$ cat src/rtl/hash_table.sv
// Shared hash table types: command/result payloads seen by the table's
// command and result ports, plus the client index type used by arbiters
// that share those ports.
package hash_table;

  localparam int HT_KEY_W       = 32;
  localparam int HT_VALUE_W     = 32;
  localparam int HT_MAX_CLIENTS = 16;

  typedef enum logic [1:0] {
    HT_OP_SEARCH = 2'd0,
    HT_OP_INSERT = 2'd1,
    HT_OP_DELETE = 2'd2,
    HT_OP_NOP    = 2'd3
  } ht_opcode_t;

  typedef enum logic [1:0] {
    HT_RSP_OK        = 2'd0,
    HT_RSP_NOT_FOUND = 2'd1,
    HT_RSP_FULL      = 2'd2,
    HT_RSP_ERR       = 2'd3
  } ht_status_t;

  typedef struct packed {
    ht_opcode_t            op;
    logic [HT_KEY_W-1:0]   key;
    logic [HT_VALUE_W-1:0] value;
  } ht_command_t;

  typedef struct packed {
    ht_opcode_t            op;
    ht_status_t            status;
    logic [HT_KEY_W-1:0]   key;
    logic [HT_VALUE_W-1:0] value;
  } ht_result_t;

  // Wide enough for the largest supported client count.
  typedef logic [$clog2(HT_MAX_CLIENTS)-1:0] ht_client_id_t;

endpackage

$ cat src/rtl/ht_tag_fifo.sv
// Tag FIFO: remembers which client issued each outstanding command.
// First-word-fall-through: data_o shows the head entry whenever not empty.
// DEPTH must be a power of two (pointers wrap naturally).
module ht_tag_fifo #(
  parameter int WIDTH = 2,
  parameter int DEPTH = 16
) (
  input  logic                     clk_i,
  input  logic                     rst_n_i,
  input  logic                     push_i,
  input  logic [WIDTH-1:0]         data_i,
  input  logic                     pop_i,
  output logic [WIDTH-1:0]         data_o,
  output logic                     full_o,
  output logic                     empty_o,
  output logic [$clog2(DEPTH):0]   usedw_o
);

  localparam int AW = $clog2(DEPTH);

  logic [WIDTH-1:0] mem [DEPTH];
  logic [AW-1:0]    wr_ptr;
  logic [AW-1:0]    rd_ptr;
  logic [AW:0]      count;
  logic             do_push;
  logic             do_pop;

  // A push into a full FIFO or a pop from an empty one is ignored.
  assign full_o  = (count == (AW+1)'(DEPTH));
  assign empty_o = (count == '0);
  assign do_push = push_i && !full_o;
  assign do_pop  = pop_i && !empty_o;
  assign data_o  = mem[rd_ptr];
  assign usedw_o = count;

  // Pointer and occupancy bookkeeping; simultaneous push/pop keeps count.
  always_ff @(posedge clk_i) begin
    if (!rst_n_i) begin
      wr_ptr <= '0;
      rd_ptr <= '0;
      count  <= '0;
    end else begin
      if (do_push) wr_ptr <= wr_ptr + AW'(1);
      if (do_pop)  rd_ptr <= rd_ptr + AW'(1);
      case ({do_push, do_pop})
        2'b10:   count <= count + (AW+1)'(1);
        2'b01:   count <= count - (AW+1)'(1);
        default: count <= count;
      endcase
    end
  end

  // Storage write; contents need no reset since occupancy gates reads.
  always_ff @(posedge clk_i) begin
    if (do_push) mem[wr_ptr] <= data_i;
  end

endmodule

$ cat src/rtl/ht_cmd_arbiter.sv
// Round-robin arbiter sharing the hash table command port among CLIENT_CNT
// clients. Results come back in command order, so a FIFO of client tags
// routes each result to its issuer.
// Optional statistics counters: define HT_CMD_ARBITER_STATS_EN.
//
// Handshake: a transfer occurs on a cycle where valid and ready are both
// high; valid never depends on ready, and a sender holds its payload stable
// while valid is high and ready is low.
module ht_cmd_arbiter
  import hash_table::*;
#(
  parameter int CLIENT_CNT     = 4,
  parameter int TAG_FIFO_DEPTH = 16,
  parameter int CID_W          = $clog2(CLIENT_CNT)
) (
  input  logic                               clk_i,
  input  logic                               rst_n_i,
  input  ht_command_t [CLIENT_CNT-1:0]       cl_cmd_i,
  input  logic [CLIENT_CNT-1:0]              cl_cmd_valid_i,
  output logic [CLIENT_CNT-1:0]              cl_cmd_ready_o,
  output ht_result_t                         cl_res_o,
  output logic [CLIENT_CNT-1:0]              cl_res_valid_o,
  input  logic [CLIENT_CNT-1:0]              cl_res_ready_i,
  output ht_command_t                        ht_cmd_o,
  output logic                               ht_cmd_valid_o,
  input  logic                               ht_cmd_ready_i,
  input  ht_result_t                         ht_res_i,
  input  logic                               ht_res_valid_i,
  output logic                               ht_res_ready_o,
  output logic [$clog2(TAG_FIFO_DEPTH):0]    outstanding_o,
  output logic                               tag_err_o
`ifdef HT_CMD_ARBITER_STATS_EN
  ,
  output logic [CLIENT_CNT-1:0][31:0]        stat_issue_cnt_o,
  output logic [31:0]                        stat_block_cnt_o
`endif
);

  logic [CLIENT_CNT-1:0] req;
  logic [CID_W-1:0]      rr_ptr;
  logic [CID_W-1:0]      winner;
  logic [CID_W-1:0]      cand;
  logic [CID_W:0]        sum;
  logic                  any_req;
  logic                  issue;
  logic                  pop;
  logic [CID_W-1:0]      head;
  logic                  fifo_full;
  logic                  fifo_empty;
  logic                  tag_err_q;

  assign req = cl_cmd_valid_i;

  // Round-robin search: first requester at or after rr_ptr, wrapping.
  always_comb begin
    winner  = '0;
    any_req = 1'b0;
    sum     = '0;
    cand    = '0;
    for (int i = 0; i < CLIENT_CNT; i++) begin
      sum = {1'b0, rr_ptr} + (CID_W+1)'(i);
      if (sum >= (CID_W+1)'(CLIENT_CNT)) sum = sum - (CID_W+1)'(CLIENT_CNT);
      cand = sum[CID_W-1:0];
      if (!any_req && req[cand]) begin
        any_req = 1'b1;
        winner  = cand;
      end
    end
  end

  // Command path: the grant is withheld while no tag slot is free, so the
  // valid depends only on requests and registered FIFO state.
  always_comb begin
    ht_cmd_valid_o = any_req && !fifo_full;
    ht_cmd_o       = cl_cmd_i[winner];
    cl_cmd_ready_o = '0;
    if (any_req && !fifo_full && ht_cmd_ready_i) cl_cmd_ready_o[winner] = 1'b1;
  end

  assign issue = ht_cmd_valid_o && ht_cmd_ready_i;

  // Result path: route to the client at the tag FIFO head; with no tag the
  // result is swallowed so the table never stalls on a stray result.
  always_comb begin
    cl_res_o       = ht_res_i;
    cl_res_valid_o = '0;
    if (ht_res_valid_i && !fifo_empty) cl_res_valid_o[head] = 1'b1;
    ht_res_ready_o = fifo_empty || cl_res_ready_i[head];
  end

  assign pop = ht_res_valid_i && ht_res_ready_o && !fifo_empty;

  // Rotate priority to just past the last winner on every issue.
  always_ff @(posedge clk_i) begin
    if (!rst_n_i) begin
      rr_ptr <= '0;
    end else if (issue) begin
      rr_ptr <= (winner == CID_W'(CLIENT_CNT - 1)) ? '0 : winner + CID_W'(1);
    end
  end

  // Sticky flag for results that arrive with nothing outstanding.
  always_ff @(posedge clk_i) begin
    if (!rst_n_i) begin
      tag_err_q <= 1'b0;
    end else if (ht_res_valid_i && fifo_empty) begin
      tag_err_q <= 1'b1;
    end
  end

  assign tag_err_o = tag_err_q;

  ht_tag_fifo #(
    .WIDTH (CID_W),
    .DEPTH (TAG_FIFO_DEPTH)
  ) u_tag_fifo (
    .clk_i   (clk_i),
    .rst_n_i (rst_n_i),
    .push_i  (issue),
    .data_i  (winner),
    .pop_i   (pop),
    .data_o  (head),
    .full_o  (fifo_full),
    .empty_o (fifo_empty),
    .usedw_o (outstanding_o)
  );

`ifdef HT_CMD_ARBITER_STATS_EN
  logic [CLIENT_CNT-1:0][31:0] issue_cnt_q;
  logic [31:0]                 block_cnt_q;

  // Per-client issue counts and blocked-request cycle count, wrapping.
  always_ff @(posedge clk_i) begin
    if (!rst_n_i) begin
      issue_cnt_q <= '0;
      block_cnt_q <= '0;
    end else begin
      for (int c = 0; c < CLIENT_CNT; c++) begin
        if (issue && (winner == CID_W'(c))) issue_cnt_q[c] <= issue_cnt_q[c] + 32'd1;
      end
      if (any_req && !issue) block_cnt_q <= block_cnt_q + 32'd1;
    end
  end

  assign stat_issue_cnt_o = issue_cnt_q;
  assign stat_block_cnt_o = block_cnt_q;
`endif

endmodule

$ cat config.mk
export PLATFORM = sky130hd
export DESIGN_NAME = ht_cmd_arbiter
export DESIGN_NICKNAME = d
export VERILOG_FILES = /design/src/rtl/hash_table.sv /design/src/rtl/ht_tag_fifo.sv /design/src/rtl/ht_cmd_arbiter.sv
export SDC_FILE = /design/constraint.sdc
export NUM_CORES = 1
export LEC_CHECK = 0
export ABC_AREA = 1
export CAP_MARGIN = 25
export CORE_AREA = 2 2 191 193
export DETAILED_ROUTE_END_ITERATION = 16
export DIE_AREA = 0 0 193 195
export GPL_TIMING_DRIVEN = 0
export SLEW_MARGIN = 5
export SYNTH_ARGS = -nofsm -noshare
export SYNTH_HDL_FRONTEND = slang
export SYNTH_SLANG_ARGS = --single-unit
$ cat constraint.sdc
create_clock -name clk_i -period 3.7 [get_ports clk_i]
set_input_delay 0.74 -clock clk_i [delete_from_list [all_inputs] [get_ports clk_i]]
set_output_delay 0.74 -clock clk_i [all_outputs]
set_load 0.05 [all_outputs]
Yosys cells after proc, flatten, opt, wreduce, memory -nomap -nowiden. Memory sizes are Yosys's and may differ from the RTL's. A register that Yosys moved wholly into a read port is not among the register bits. Cells that the tools add are included.

Memory bits (writable): 32. Register bits: 16. Output and inout bits: 150. Memories kept: 1. Input bits: 344. Logic and storage cells: 91.

Mux-type cells: 36. Equal/unequal tests: 4. Order comparisons: 12. Add/sub/neg operators: 12. Reduce and logical (&&, ||, !) cells: 21.

Memory list: u_tag_fifo.mem (words 16, bits a word 2, rd ports 1, clocked after Yosys merged registers in 1, write ports 1, line ht_tag_fifo.sv:21) `logic [WIDTH-1:0] mem [DEPTH];`.

Operators with widths (number): 66-bit binary-select mux with 2-bit select (1); 66-bit 2-to-1 mux (1); 2-bit by 3-bit less-than comparator with 1-bit output, second input constant (6); 2-bit 2-to-1 mux (9); 4-bit 2-to-1 mux (4); 1-bit logical AND (13); 1-bit 2-to-1 mux (13); 1-bit binary-select mux with 2-bit select (5); 5-bit one-hot mux with 2 select lines (1); 3-bit >= comparator, second input constant (3); 4-bit by 1-bit adder with 4-bit output, second input constant (2); 2-bit by 1-bit subtractor with 2-bit output, second input constant (4); 2-bit by 2-bit adder with 3-bit output, second input constant (2); 5-bit by 1-bit adder with 5-bit output, second input constant (1); 5-bit == test, second input constant (1); 1-bit zero test (5); 5-bit zero test (1); 5-bit by 1-bit subtractor with 5-bit output, second input constant (1); 1-bit demux with 2-bit select (2); 2-bit == test, second input constant (2); 2-bit by 1-bit >= comparator with 1-bit output, second input constant (2); 2-bit by 1-bit adder with 3-bit output, second input constant (1); 2-bit by 3-bit >= comparator with 1-bit output, second input constant (1); 2-bit by 1-bit adder with 2-bit output, second input constant (1); 3 further kinds (3).

Longest topological paths before layout.
Depth after elaboration: 19. Mapped depth: 28. Gate-level depth less buffers: 26.

Cells and area by module. From an unflattened synthesis, not the netlist that was laid out.

Cells, all modules: 1046. Area, all modules: 6231.0 um^2.

Modules (own cells, without submodules): ht_cmd_arbiter (area an instance 3981.3 um^2, sequential area each 60.1 um^2, cells each 822, instances 1); ht_tag_fifo (area an instance 2249.7 um^2, sequential area each 1301.2 um^2, cells each 224, instances 1).

Least setup slack after synthesis. No wires, ideal clock.

Path type: input port to output port. From: input cl_cmd_valid_i[1]. To: output ht_cmd_o[56] in the netlist's numbering. Data arrival time: 2855 ps. Slack: 105 ps. Stages: 12. Required time: 2960 ps. Path through: inv_1 o21ai_0 o21ai_2 nand2_2 nor2_4 o21ai_1 nand3_4 inv_2 buf_6 buf_4 o21ai_0 o22ai_1.

RTL lines: from (decl) (line ht_cmd_arbiter.sv:19) `input logic [CLIENT_CNT-1:0] cl_cmd_valid_i,`; to (decl) (line ht_cmd_arbiter.sv:24) `output ht_command_t ht_cmd_o,`.

==> results.sh <==
export IMPL_port_buffers=425
export IMPL_cap_violations=0
export IMPL_status="complete, no violations"
export IMPL_pre_cts_ws_ns=-1.58
export IMPL_clockRootBuffer="clkbuf_16"
export IMPL_cts_clk_slew_worst_paths_ns=0.07
export IMPL_drive_gt1_share_pct=23.3
export IMPL_min_period_ns=3.65
export IMPL_die_y_um=195
export IMPL_tightestPinTransition_ns=0.540
export IMPL_die_area_sq_um=37600
export IMPL_fin_tns_setup_ns=0
export IMPL_vias_per_cell=4.22
export IMPL_wl_per_cell_um=19.2
export IMPL_crit_chain="buf_2 -> nand2_1 -> o21ai_2 -> buf_4 -> nand2_1 -> nand2_2 -> nor2_4 -> nor2_1 -> nand2_1 -> nand3_4 -> inv_8 -> buf_12 -> buf_12 -> buf_4 -> o21ai_1 -> o22ai_1 -> buf_4"
export IMPL_routabilityCongestion=0.905
export IMPL_syn_nets=1135
export IMPL_critPathKind="input port to output port"
export IMPL_yosysTopAreaCell="edfxtp_1"
export IMPL_cp_end_kind="output port"
export IMPL_synthTopCellsByArea="edfxtp_1 (19%), nor2_1 (13%), buf_4 (12%), o21ai_0 (11%), o22ai_1 (8.2%)"
export IMPL_start_util_pct=14.3
export IMPL_setup_viol=0
export IMPL_ant_nets=0
export IMPL_start_kind="input port"
export IMPL_dp_hpwl_um=26600
export IMPL_cts_buffers=5
export IMPL_antenna_found_initial=1
export IMPL_syn_avg_cell_area_sq_um=6.49
export IMPL_n_antenna_cell=0
export IMPL_critPathMaxStageDelay_ns=0.25
export IMPL_fmax_ghz=0.274
export IMPL_drv_slew=0
export IMPL_ys_ff_latch=52
export IMPL_core_sq_um=35400
export IMPL_yosysWarningCount=0
export IMPL_synth_top_area_share_pct=19.0
export IMPL_min_path_type="register to register"
export IMPL_die_w_um=193
export IMPL_drt_iter0_markers=293
export IMPL_hold_violations=0
export IMPL_fin_crit_sh_pct=98.6
export IMPL_htreeDepth=2
export IMPL_finClkSkew_ns=0.00633
export IMPL_synth_area_sq_um=5060
export IMPL_cp_arrival_ns=2.91
export IMPL_cts_path_max_buffers=2
export IMPL_nets=1596
export IMPL_relSlewSlack_pct=63.9
export IMPL_cp_num_buf_inv=7
export IMPL_first_pass_iters=5
export IMPL_rows=69
export IMPL_synth_commonest_cells="nor2_1 (172), o21ai_0 (110), nand2_1 (86)"
export IMPL_holdBufCountCts=0
export IMPL_syn_inst=780
export IMPL_cts_tree="done"
export IMPL_yosysUniqueCellTypes=32
export IMPL_cp_top_family="buffers and inverters"
export IMPL_drc=0
export IMPL_cpMaxStageDelayCell="buf_4"
export IMPL_areaGrowthSynthToFinish_pct=112
export IMPL_grt_max_degree=19
export IMPL_synthFlopType="edfxtp_1"
export IMPL_synthArstFlopShare_pct=0
export IMPL_grt_ovfl_total=0
export IMPL_rsz0062_at_grt="yes"
export IMPL_wl_um=32800
export IMPL_cp_max_fo=10
export IMPL_setup_ws_ns=0.0518
export IMPL_synth_most_common_cell="nor2_1"
export IMPL_critPathRequiredTime_ns=2.96
export IMPL_clkLatencyLatePin_ns=0.29
export IMPL_ys_seq_area_share_pct=26.9
export IMPL_via_count=7190
export IMPL_boundaryPins=494
export IMPL_fillCellCount=3843
export IMPL_cts_sinks=52
export IMPL_synth_edf_count=32
export IMPL_first_global_vias=7302
export IMPL_grt_use_total_pct=16.3
export IMPL_grt_pass1_wl_um=45900
==> metal layers <==
metal | GRT usage (%) | up-vias | share of wire (%)
met1 | 20.3 | 3326 | 41
met2 | 27.9 | 311 | 49
met4 | 5.11 | 2 | 3.3
li1 | - | 3504 | -
met3 | 3.61 | 47 | 7.0
met5 | 0 | - | 0.049
==> sequential cells by signal (all words and copies together), names as in the netlist, named ones only <==
register            flops
rr_ptr                  2
tag_err_o               1
u_tag_fifo.usedw_o      5
u_tag_fifo.rd_ptr       4
u_tag_fifo.mem         32
u_tag_fifo.wr_ptr       4
==> area by class of cell <==
type | count | area (sq um) | area share (%)
Tap cell | 461 | 577 | 5.37
Inverter | 53 | 211 | 1.97
Sequential cell | 52 | 1360 | 12.7
Clock inverter | 3 | 27.5 | 0.256
Buffer | 118 | 958 | 8.93
Multi-Input combinational cell | 557 | 2930 | 27.3
Clock buffer | 5 | 125 | 1.17
Timing Repair Buffer | 454 | 4540 | 42.3
==> final timing paths <==
path / from / endpoint / slack [ns] / cells after the start
max: cl_cmd_valid_i[0] / ht_cmd_o[19] / 0.05 / 17
max reg2reg: register / u_tag_fifo.usedw_o[4] / 0.57 / 27
min reg2reg: tag_err_o / tag_err_o / 0.49 / 2
min: tag_err_o / tag_err_o / 0.49 / 2
==> tightest hold or removal path: stages (launching register included) <==
cell and delay (ns):
dfxtp_1 0.34, a21oi_1 0.04, nor2_1 0.07
==> cells in the final DEF, fill, tap and decap left out, types with 2 or more instances in the layout <==
cell | Yosys | final
dfxtp_1 | 20 | 18
clkdlybuf4s50_1 | 0 | 351
buf_6 | 2 | 28
o21ai_4 | 0 | 2
edfxtp_1 | 32 | 32
a21oi_1 | 13 | 13
nand3_1 | 34 | 34
inv_8 | 0 | 2
nor2_2 | 0 | 7
nand2_2 | 3 | 8
o22ai_2 | 0 | 16
inv_2 | 8 | 8
buf_4 | 84 | 138
buf_12 | 0 | 12
nor2_4 | 1 | 3
clkbuf_1 | 15 | 5
a31oi_1 | 2 | 2
bufbuf_16 | 0 | 4
o21ai_2 | 3 | 12
and3_1 | 2 | 2
o21ai_1 | 37 | 39
nor3_1 | 5 | 5
clkbuf_2 | 0 | 8
clkbuf_16 | 0 | 5
nor4_1 | 2 | 2
ha_1 | 11 | 11
dfxtp_2 | 0 | 2
o22ai_1 | 66 | 50
clkbuf_4 | 0 | 6
nand2_1 | 86 | 81
inv_1 | 45 | 42
inv_4 | 0 | 2
o21ai_0 | 110 | 97
nor2_1 | 172 | 163
buf_8 | 0 | 4
buf_2 | 17 | 15
nand4_1 | 2 | 2
==> per-stage QoR <==
stage / cell area, sq um / hold slack, ns / utilization (%) / std cells
finish: 10700 / 0.489 / 30.3 / 1703
global route: 10700 / 0.512 / 30.3 / 1703
floorplan: 5060 / 0.469 / - / 780
detailed placement: 9910 / 0.472 / 28.0 / 1667
global placement: 9890 / 0.451 / 27.9 / 1666
CTS: 10600 / 0.492 / 29.9 / 1702
==> cells by family after synthesis <==
group                      share of synthesized area (%)
adders and majority gates                           2.72
and+or+nand+nor                                     24.9
xor gates and xnor gates                           0.667
DFF                                                 26.9
AOI/OAI and AO/OA                                   25.2
buffers and inverters                               19.6
==> timing repair <==
| action | CTS | global route |
|---|---|---|
| cloned | 6 | 0 |
| resized for setup | 540 | 42 |
| setup buffers | 21 | 1 |
| pin swaps | 28 | 24 |
| endpoints found under the setup margin | 70 | 70 |
Power is not shown: default switching activity piles up to over one toggle a cycle in this logic, so the estimate is an artifact.
